$ cat config.mk
export PLATFORM = sky130hd
export DESIGN_NAME = k_fifo2_ctrl
export DESIGN_NICKNAME = d
export VERILOG_FILES = /design/src/rtl/k_fifo_pkg.sv /design/src/rtl/k_fifo2_ptr.sv /design/src/rtl/k_fifo2_ctrl.sv
export SDC_FILE = /design/constraint.sdc
export NUM_CORES = 1
export LEC_CHECK = 0
export ABC_AREA = 0
export CAP_MARGIN = 0
export CORE_AREA = 2 2 39 41
export DETAILED_ROUTE_END_ITERATION = 10
export DIE_AREA = 0 0 41 43
export PLACE_DENSITY = 0.56
export REMOVE_ABC_BUFFERS = 1
export SYNTH_ARGS = -nofsm -noshare
export SYNTH_HDL_FRONTEND = slang
export SYNTH_SLANG_ARGS = --single-unit
$ cat constraint.sdc
create_clock -name clk -period 1.1 [get_ports clk]
set_input_delay 0.22 -clock clk [delete_from_list [all_inputs] [get_ports clk]]
set_output_delay 0.22 -clock clk [all_outputs]
set_load 0.1 [all_outputs]
$ cat src/rtl/k_fifo_pkg.sv
// Shared FIFO definitions: depth, pointer/count widths and the 2-entry occupancy state encoding.
package k_fifo_pkg;

  localparam int unsigned FIFO2_DEPTH = 2;
  localparam int unsigned FIFO2_PTR_W = 1;
  localparam int unsigned FIFO2_CNT_W = 2;

  // Encoding equals occupancy so the count output is a plain cast of the state.
  typedef enum logic [1:0] {
    EMPTY = 2'd0,
    ONE   = 2'd1,
    FULL  = 2'd2
  } fifo2_state_e;

endpackage

$ cat src/rtl/k_fifo2_ptr.sv
// 1-bit wrapping RAM pointer: increments on inc, synchronous clear, async active-high reset.
module k_fifo2_ptr
  import k_fifo_pkg::*;
(
  input  logic                   clk,
  input  logic                   rst,
  input  logic                   clr,
  input  logic                   inc,
  output logic [FIFO2_PTR_W-1:0] ptr
);

  // Pointer register; wrap is the natural overflow of the pointer width.
  always_ff @(posedge clk or posedge rst) begin
    if (rst) begin
      ptr <= '0;
    end else if (clr) begin
      ptr <= '0;
    end else if (inc) begin
      ptr <= ptr + FIFO2_PTR_W'(1);
    end
  end

endmodule

$ cat src/rtl/k_fifo2_ctrl.sv
// Sequencing controller for the 2-entry dual-port FIFO RAM: turns producer/consumer
// valid/ready handshakes into wen/waddr/raddr and tracks occupancy with a 3-state FSM.
// Optional feature macro: K_FIFO2_CTRL_ERR_EN (sticky handshake protocol checker on err_proto).
module k_fifo2_ctrl
  import k_fifo_pkg::*;
#(
  parameter int unsigned DATA_W = 8
) (
  input  logic                   clk,
  input  logic                   rst,
  input  logic                   flush,
  input  logic                   in_valid,
  output logic                   in_ready,
  output logic                   out_valid,
  input  logic                   out_ready,
  output logic                   ram_wen,
  output logic [FIFO2_PTR_W-1:0] ram_waddr,
  output logic [FIFO2_PTR_W-1:0] ram_raddr,
  output logic [FIFO2_CNT_W-1:0] count,
  output logic                   full,
  output logic                   empty,
  output logic                   err_proto
);

  // DATA_W only sizes the RAM owned by the parent; a zero width has no meaning.
  if (DATA_W == 0) begin : g_data_w_zero
  end

  fifo2_state_e           state;
  fifo2_state_e           state_nxt;
  logic                   push;
  logic                   pop;
  logic [FIFO2_PTR_W-1:0] wptr;
  logic [FIFO2_PTR_W-1:0] rptr;

  // Status decode from the registered state; ready never looks at out_ready.
  assign count     = FIFO2_CNT_W'(state);
  assign empty     = (count == '0);
  assign full      = (count == FIFO2_CNT_W'(FIFO2_DEPTH));
  assign in_ready  = !full && !flush && !rst;
  assign out_valid = !empty;
  assign push      = in_valid && in_ready;
  assign pop       = out_valid && out_ready && !flush;
  assign ram_wen   = push;
  assign ram_waddr = wptr;
  assign ram_raddr = rptr;

  // Occupancy state register.
  always_ff @(posedge clk or posedge rst) begin
    if (rst) begin
      state <= EMPTY;
    end else begin
      state <= state_nxt;
    end
  end

  // Next-state logic; flush wins over any handshake in the same cycle.
  always_comb begin
    state_nxt = state;
    if (flush) begin
      state_nxt = EMPTY;
    end else begin
      unique case (state)
        EMPTY: if (push) state_nxt = ONE;
        ONE: begin
          if (push && !pop)      state_nxt = FULL;
          else if (pop && !push) state_nxt = EMPTY;
        end
        FULL:  if (pop) state_nxt = ONE;
        default: state_nxt = EMPTY;
      endcase
    end
  end

  k_fifo2_ptr u_wptr (
    .clk (clk),
    .rst (rst),
    .clr (flush),
    .inc (push),
    .ptr (wptr)
  );

  k_fifo2_ptr u_rptr (
    .clk (clk),
    .rst (rst),
    .clr (flush),
    .inc (pop),
    .ptr (rptr)
  );

`ifdef K_FIFO2_CTRL_ERR_EN
  logic in_stall_q;
  logic out_stall_q;
  logic err_q;

  // One-cycle stall history and sticky violation flag; flush clears history too so
  // the flush cycle itself never looks like a withdrawn request.
  always_ff @(posedge clk or posedge rst) begin
    if (rst) begin
      in_stall_q  <= 1'b0;
      out_stall_q <= 1'b0;
      err_q       <= 1'b0;
    end else if (flush) begin
      in_stall_q  <= 1'b0;
      out_stall_q <= 1'b0;
      err_q       <= 1'b0;
    end else begin
      in_stall_q  <= in_valid && !in_ready;
      out_stall_q <= out_valid && !out_ready;
      if ((in_stall_q && !in_valid) || (out_stall_q && !out_valid)) begin
        err_q <= 1'b1;
      end
    end
  end

  assign err_proto = err_q;
`else
  assign err_proto = 1'b0;
`endif

endmodule

# ---- Yosys cells after proc, flatten, opt, wreduce, memory -nomap -nowiden
# Cells that the tools add are included.
dict set report op_classes {
  n_addsub 2
  eq_ne 5
  muxes 10
  n_reduce_logical 17
}
# operator count
set op_table {}
lappend op_table {{$mux W2} 5}
lappend op_table {{$logic_and A1 B1 Y1} 7}
lappend op_table {{$logic_not A1 Y1} 6}
lappend op_table {{$ne A3 B2 Y1 const B} 2}
lappend op_table {{$pmux W2 S3} 1}
lappend op_table {{$mux W1} 4}
lappend op_table {{$ne A4 B4 Y1 const B} 1}
lappend op_table {{$reduce_bool A2 Y1} 2}
lappend op_table {{$reduce_and A3 Y1} 1}
lappend op_table {{$add A1 B1 Y1 const B} 2}
lappend op_table {{$eq A2 B1 Y1 const B} 1}
lappend op_table {{$eq A2 B2 Y1 const B} 1}
lappend op_table {{$logic_not A2 Y1} 1}
dict set report totals {
  regBits 4
  out_inout_bits 10
  elab_cells 37
}

# ---- Longest topological paths before layout
# Gate-level depths: netlist (run 1).
dict set report logic_depth {
  depth_word 11
  depth_mapped 3
  depth_no_buf 3
}

# ---- By module
# From an unflattened synthesis (run 1), not the netlist that was laid out.
dict set report unflattened {
  hier_cells 27
  area_unflattened_um2 251.5
}
# module instances cells_per_inst area_per_inst_um2 seq_area_each_um2
set modules_own_cells {}
lappend modules_own_cells {k_fifo2_ctrl 1 19 168.9 50.0}
lappend modules_own_cells {k_fifo2_ptr 2 4 41.3 25.0}

# ---- Least setup slack after synthesis (run 1)
# No wires, ideal clock.
dict set report synth_timing {
  kind {reg-to-output}
  from {register state[0], in the netlist count[0]}
  to {output ram_wen}
  arrival_ns 4.469
  required_time_ns 0.880
  setup_slack_ns -3.589
  path_stages_with_launch 4
  path_buffers 0
  cell_sequence {dfrtp_1 -> nor2b_4 -> nor3_1 -> and2_1}
}
dict set report synth_via {
  elab_chain_cells 5
}
# element line
set synth_lines {}
lappend synth_lines {{start, declared} k_fifo2_ctrl.sv:29} ;# fifo2_state_e state;
lappend synth_lines {{start signal, assigned} k_fifo2_ctrl.sv:53} ;# state <= state_nxt;
lappend synth_lines {{$eq A2 B2 Y1} k_fifo2_ctrl.sv:39} ;# assign full = (count == FIFO2_CNT_W'(FIFO2_DEPTH));
lappend synth_lines {{via full} k_fifo2_ctrl.sv:20} ;# output logic full,
lappend synth_lines {{$logic_not A1 Y1} k_fifo2_ctrl.sv:40} ;# assign in_ready = !full && !flush && !rst;
lappend synth_lines {{$logic_and A1 B1 Y1 (2 in series)} k_fifo2_ctrl.sv:40}
lappend synth_lines {{via in_ready} k_fifo2_ctrl.sv:13} ;# output logic in_ready,
lappend synth_lines {{$logic_and A1 B1 Y1} k_fifo2_ctrl.sv:42} ;# assign push = in_valid && in_ready;
lappend synth_lines {{end, declared} k_fifo2_ctrl.sv:16} ;# output logic ram_wen,
# The timed path passes the listed nets, and every way through them passes these cells.

# ---- Final worst setup path (run 1)
dict set report layout_timing {
  from {register state[1], in the netlist count[1]}
  to {output ram_wen}
}
dict set report layout_via {
  elab_chain_cells 5
}
# element line
set layout_lines {}
lappend layout_lines {{$eq A2 B2 Y1} k_fifo2_ctrl.sv:39}
lappend layout_lines {{$logic_not A1 Y1} k_fifo2_ctrl.sv:40}
lappend layout_lines {{$logic_and A1 B1 Y1 (2 in series)} k_fifo2_ctrl.sv:40}
lappend layout_lines {{$logic_and A1 B1 Y1} k_fifo2_ctrl.sv:42}
# Every way passes these cells.

==> results of run 1 <==
[worst max-delay path, cell delays in order, from the launching register on]
cell	delay, ps
dfrtp_1	400
nor2b_4	150
nor3_4	110
and2_4	170
buf_12	160
[placed cells by master, fill, tap and decap left out, drive strengths merged]
cell type / synthesis / final
dfrtp: 4 / 4
nand2b: 1 / 1
and2: 1 / 1
nor2: 1 / 1
nor3: 2 / 2
buf: 1 / 22
nor2b: 2 / 2
xor2: 1 / 1
conb: 1 / 1
a21oi: 3 / 3
nor3b: 1 / 1
clkbuf: 0 / 3
or3: 1 / 1
clkdlybuf4s50: 0 / 2
dlygate4sd2: 0 / 2
o21ai: 2 / 2
inv: 2 / 2
o32ai: 1 / 1
mux2i: 1 / 1
or2: 2 / 2
[layout make-up]
class	count	area [um^2]
inverter	2	7.51
sequential	4	101
fill	125	712
timing repair buffer	26	338
clock buffer	3	22.5
tap	16	20.0
multi-input combinational	20	183
[state kept, by name, indices dropped and copies added (netlist names)]
name and cells:
u_wptr.ptr 1, count 2, u_rptr.ptr 1
[logic make-up after synthesis]
family | synth area share (%)
AO/OA/AOI/OAI | 13.2
XOR/XNOR | 3.42
buffers and inverters | 5.86
flip-flops | 39.0
multiplexers | 3.90
other | 1.46
AND/OR/NAND/NOR | 33.2
[final timing paths]
path | slack, ps | cells past startpoint | to
setup / recovery | -340 | 4 | ram_wen
hold / removal | 210 | 3 | count[1]$_DFFE_PP0P_
setup reg to reg | -200 | 5 | u_wptr.ptr$_DFFE_PP0P_
hold reg to reg | 550 | 2 | u_wptr.ptr$_DFFE_PP0P_
max in group asynchronous | 720 | 3 | count[0]$_DFFE_PP0P_
min in group clk | 550 | 2 | u_wptr.ptr$_DFFE_PP0P_
[per-layer routing]
layer  wire length (um)  track usage (%)  vias to the layer above
met5                  0                0                        -
met4                  0             4.00                        0
met3                 33             4.71                        0
met2                386             14.7                        9
met1                295             10.5                      139
li1                   -                -                      147
[power by group]
part,switching [uW],internal [uW],total [uW]
sequential,10.1,157,167
combinational,225,151,376
clock,51.5,121,173
total,287,430,716
[metrics by stage]
step / setup WS (ps) / total power [uW] / util, % / hold WS, ps
final: -341 / 716 / 48.6 / 212
after global routing: -418 / 748 / 48.6 / 233
after CTS: -356 / 705 / 44.0 / 180
after detailed placement: -394 / 511 / 40.8 / 518
after global placement: -387 / 509 / 40.8 / 520
after floorplan: -3590 / 364 / - / -13.9
[what timing repair did]
| item | 4_1_cts | 5_1_grt |
|---|---|---|
| endpoints found under the setup margin | 10 | 12 |
| pin swaps | 5 | 3 |
| resized for setup | 8 | 11 |
| setup buffers | 4 | 2 |
==> results.sh, run 1 <==
export IMPL_status="finished with violations"
export IMPL_violations="negative setup slack"
export IMPL_grt_ovfl_total=0
export IMPL_yosys_most_used_dff="dfrtp_1"
export IMPL_crit_arrival_ps=1220
export IMPL_dieArea_um2=1760
export IMPL_synth_edf_count=0
export IMPL_path_class="reg -> out"
export IMPL_grt_pass1_vias=260
export IMPL_die_h_um=43
export IMPL_skew_ps=2.76
export IMPL_wl_per_cell_um=10.1
export IMPL_maxCapViolCount=0
export IMPL_dpl_cell_area_um2=564
export IMPL_critPathRequiredTime_ps=880
export IMPL_via_count=295
export IMPL_cts_max_level=1
export IMPL_n_antenna_cell=0
export IMPL_drt_initial_drc_count=2
export IMPL_setup_viol_count_final=11
export IMPL_path_clk_slew_ps=40
export IMPL_fin_crit_sh_pct=131
export IMPL_crit_fanout=4
export IMPL_grt_pass1_wl_um=1100
export IMPL_clock_latency_ps=230
export IMPL_r2r_start="count[1]$_DFFE_PP0P_"
export IMPL_grt_max_degree=6
export IMPL_async_flop_share_pct=100
export IMPL_setup_tns_ps=-2150
export IMPL_portBuffers=13
export IMPL_die_w_um=41
export IMPL_clockBufferDepth=2
export IMPL_synth_area_um2=256
export IMPL_netlist_area_leader_share_pct=39.0
export IMPL_start_util_pct=18.5
export IMPL_p_leak_uw=0.000306
export IMPL_fin_ws_ps=-341
export IMPL_tritoncts="done"
export IMPL_clockRootBuffer="clkbuf_4"
export IMPL_hold_path_class="in -> async"
export IMPL_finalHoldViolations=0
export IMPL_synth_area_per_cell_um2=9.50
export IMPL_yosysSeqAreaShare_pct=39.0
export IMPL_cts_hold_buf=0
export IMPL_antenna_found_initial=0
export IMPL_drc=0
export IMPL_num_io_pins=15
export IMPL_final_cell_area_um2=672
export IMPL_coreArea_um2=1380
export IMPL_num_rows=14
export IMPL_layout_drive_gt1_share_pct=69.1
export IMPL_power_density_nw_per_um2=1070
export IMPL_wl_um=715
export IMPL_synth_cells=27
export IMPL_period_needed_ps=1440
export IMPL_first_pass_iters=2
export IMPL_gp_congestion=0.797
export IMPL_rsz0062_at_grt="true"
export IMPL_ys_ff_latch=4
export IMPL_clock_sinks=4
export IMPL_antenna_left=0
export IMPL_fmax_mhz=694
export IMPL_dp_cells=65
export IMPL_track_usage_pct=9.49
export IMPL_critPathLaunch="count[1]$_DFFE_PP0P_"
export IMPL_synthTopCellsByCount="dfrtp_1, a21oi_1, inv_1, nor3_1, or2_2"
export IMPL_vdd_drop_max_uv=544
export IMPL_final_cells=71
export IMPL_crit_path_end_kind="output port"
export IMPL_area_growth_pct=162
export IMPL_yosysTopAreaCell="dfrtp_1"
export IMPL_yosys_warnings=0
export IMPL_crit_path_start_kind="register"
export IMPL_synth_most_common_cell="dfrtp_1"
export IMPL_ys_types=19
export IMPL_drv_slew=0
export IMPL_ys_top_cells_by_area="dfrtp_1, a21oi_1, nand2b_4"
export IMPL_cts_buffers=3
export IMPL_via_per_inst=4.15
export IMPL_fin_nets=62
(Power assumes the default switching activity.)
==> inputs of run 2 (changes only) <==
- REMOVE_ABC_BUFFERS: 1 -> not set
- SYNTH_HIERARCHICAL: not set -> 1
==> run 2 against run 1 <==
Compared with the run above:
- the run still ends with negative setup slack left
- area after synthesis decreased by 2.0%
- clock-buffer cell count stayed put
- largest cell class unchanged
- sequential cell count stayed put
- final area up 3.2%
- critical endpoint unchanged
- critical path type unchanged
- clock power rose by 3%
- sequential power barely moved
- hold slack lost 23 ps
- core utilization grew 1.5 points
==> results.sh, run 2 <==
export IMPL_status="finished with violations"
export IMPL_violations="negative setup slack"
export IMPL_fin_nets=65
export IMPL_layout_drive_gt1_share_pct=74.1
export IMPL_fin_util_pct=50.1
export IMPL_ys_ff_latch=4
export IMPL_area_growth_pct=176
export IMPL_ys_top_cells_by_area="dfrtp_1, nor3_2, inv_1"
export IMPL_die_w_um=41
export IMPL_crit_path_end_kind="output port"
export IMPL_via_count=299
export IMPL_top_layer="met3"
export IMPL_synth_area_um2=251
export IMPL_synth_cells=27
export IMPL_antenna_found_initial=0
export IMPL_crit_fanout=2
export IMPL_drc=0
export IMPL_fmax_mhz=654
export IMPL_switching_power_uw=243
export IMPL_grt_pass1_wl_um=1230
export IMPL_crit_arrival_ps=1310
export IMPL_clockBufferDepth=2
export IMPL_netlist_area_leader_share_pct=39.8
export IMPL_drv_slew=0
export IMPL_first_pass_iters=1
export IMPL_critPathLaunch="count[1]$_DFFE_PP0P_"
export IMPL_async_flop_share_pct=100
export IMPL_p_int_uw=404
export IMPL_grt_ovfl_total=0
export IMPL_clock_sinks=4
export IMPL_syn_num_nets=32
export IMPL_coreArea_um2=1380
export IMPL_layout_commonest_cell="buf_4"
export IMPL_synth_edf_count=0
export IMPL_synth_area_per_cell_um2=9.31
export IMPL_ys_types=16
export IMPL_mostFrequentLayoutCells="buf_4, buf_12, buf_6"
export IMPL_combPwrFrac_pct=47.0
export IMPL_grt_pass1_vias=320
export IMPL_yosysTopAreaCell="dfrtp_1"
export IMPL_p_sw_share_pct=37.6
export IMPL_rsz0062_at_grt="true"
export IMPL_grt_max_degree=6
export IMPL_cts_hold_buf=0
export IMPL_r2r_start="count[0]$_DFFE_PP0P_"
export IMPL_synth_most_common_cell="inv_1"
export IMPL_hold_path_class="in -> async"
export IMPL_largest_reg_flops=2
export IMPL_via_per_inst=4.04
export IMPL_die_h_um=43
export IMPL_yosys_most_used_dff="dfrtp_1"
export IMPL_finalHoldViolations=0
export IMPL_wl_per_cell_um=9.35
export IMPL_gp_congestion=0.741
export IMPL_maxCapViolCount=0
export IMPL_track_usage_pct=10.5
export IMPL_power_density_nw_per_um2=934
export IMPL_critPathRequiredTime_ps=880
export IMPL_num_io_pins=15
export IMPL_skew_ps=0.665
export IMPL_fin_crit_sh_pct=139
export IMPL_synthTopCellsByCount="inv_1, dfrtp_1, nor2_1"
export IMPL_wl_met2_um=370
export IMPL_yosysSeqAreaShare_pct=39.8
export IMPL_path_class="reg -> out"
export IMPL_cts_buffers=3
export IMPL_r2r_end="u_wptr/ptr$_DFFE_PP0P_"
export IMPL_wl_met1_um=272
export IMPL_yosys_warnings=6
export IMPL_final_cell_area_um2=693
export IMPL_crit_path_start_kind="register"
export IMPL_antenna_left=0
export IMPL_cts_max_level=1
export IMPL_seqPwrFrac_pct=25.4
export IMPL_drt_initial_drc_count=0
export IMPL_path_clk_slew_ps=40
export IMPL_start_util_pct=18.2
export IMPL_period_needed_ps=1530
export IMPL_tritoncts="done"
export IMPL_fin_ws_ps=-428
export IMPL_r2r_slack_ps=-220
export IMPL_met3_length_um=48
export IMPL_n_antenna_cell=0
export IMPL_vdd_drop_max_uv=528
export IMPL_dieArea_um2=1760
export IMPL_dpl_cell_area_um2=578
export IMPL_ff2ff_path_depth=6
export IMPL_num_rows=14
export IMPL_clock_latency_ps=230
export IMPL_clockRootBuffer="clkbuf_4"
export IMPL_wl_um=692
export IMPL_p_leak_uw=0.000315
export IMPL_num_fill_cells=126
export IMPL_place_hpwl_um=546
export IMPL_setup_viol_count_final=11
export IMPL_p_clk_share_pct=27.6
export IMPL_portBuffers=13
## run 2: cell types whose count changed in the layout (fill, tap and decap cells not counted), moves of 2 or more
cell	change
buf_4	+4
dfrtp_1	-3
dfrtp_4	+2
inv_1	+3
## run 2: power groups by stage
| stage | combinational, uW | clock, uW | sequential (uW) |
|---|---|---|---|
| 2_1_floorplan | 113 | 0 | 209 |
| 6_report | 304 | 179 | 165 |
| 3_3_place_gp | 270 | 0 | 167 |
| 3_5_place_dp | 271 | 0 | 167 |
| 4_1_cts | 299 | 185 | 165 |
| 5_1_grt | 317 | 204 | 165 |
## run 2: critical path, cell delays in order (launching register included)
cell and delay, ps:
dfrtp_4 460, nor2b_4 140, nor3_4 120, and2_4 180, buf_12 170
## run 2: cells by family (layout without fill, tap and decap cells)
group	count (synthesis)	count (layout)	share of synthesized area, %
AO/OA/AOI/OAI	3	3	7.46
AND/OR/NAND/NOR	11	11	33.8
buffers and inverters	6	37	10.4
other	1	1	1.49
XOR/XNOR	2	2	6.97
flip-flops	4	4	39.8
## run 2: final cells by class
type                       instances  area (um^2)  share of cell area [%]
sequential                         4          110                    15.9
clock buffer                       3         22.5                    3.25
timing repair buffer              29          358                    51.6
inverter                           5         18.8                    2.71
tap                               16         20.0                    2.89
multi-input combinational         17          164                    23.6
## run 2: per-stage QoR
step | cells | total power, uW | setup slack [ps] | hold WS (ps) | setup TNS [ps]
after floorplan | 27 | 322 | -1490 | -51.3 | -7580
after global placement | 64 | 437 | -373 | 566 | -2190
after detailed placement | 64 | 438 | -390 | 573 | -2270
after CTS | 72 | 649 | -441 | 173 | -2820
after global routing | 74 | 686 | -491 | 193 | -3390
final | 74 | 648 | -428 | 189 | -2880
## run 2: what timing repair did
item,4_1_cts,5_1_grt
pin swaps,5,3
buffers inserted,5,4
resized for setup,11,1
gates cloned,0,0
setup endpoints to repair,11,11
## run 2: worst max-delay path by stage
stage	endpoint	slack [ps]	depth (start not counted)
final	ram_wen	-430	4
after global routing	ram_wen	-490	4
after CTS	ram_wen	-440	4
after detailed placement	ram_wen	-390	4
after global placement	ram_wen	-370	4
after floorplan	u_wptr/ptr$_DFFE_PP0P_	-1490	5
## run 2: routing by layer
metal / track usage, % / vias up
met5: 0 / -
met4: 6.00 / 0
met3: 4.71 / 0
met2: 15.6 / 9
met1: 11.7 / 137
li1: - / 153
==> inputs of run 3 (changes only) <==
- CAP_MARGIN: 0 -> not set
==> results of run 3 <==
No change in the layout: final DEF, timing and power equal those of run 2.
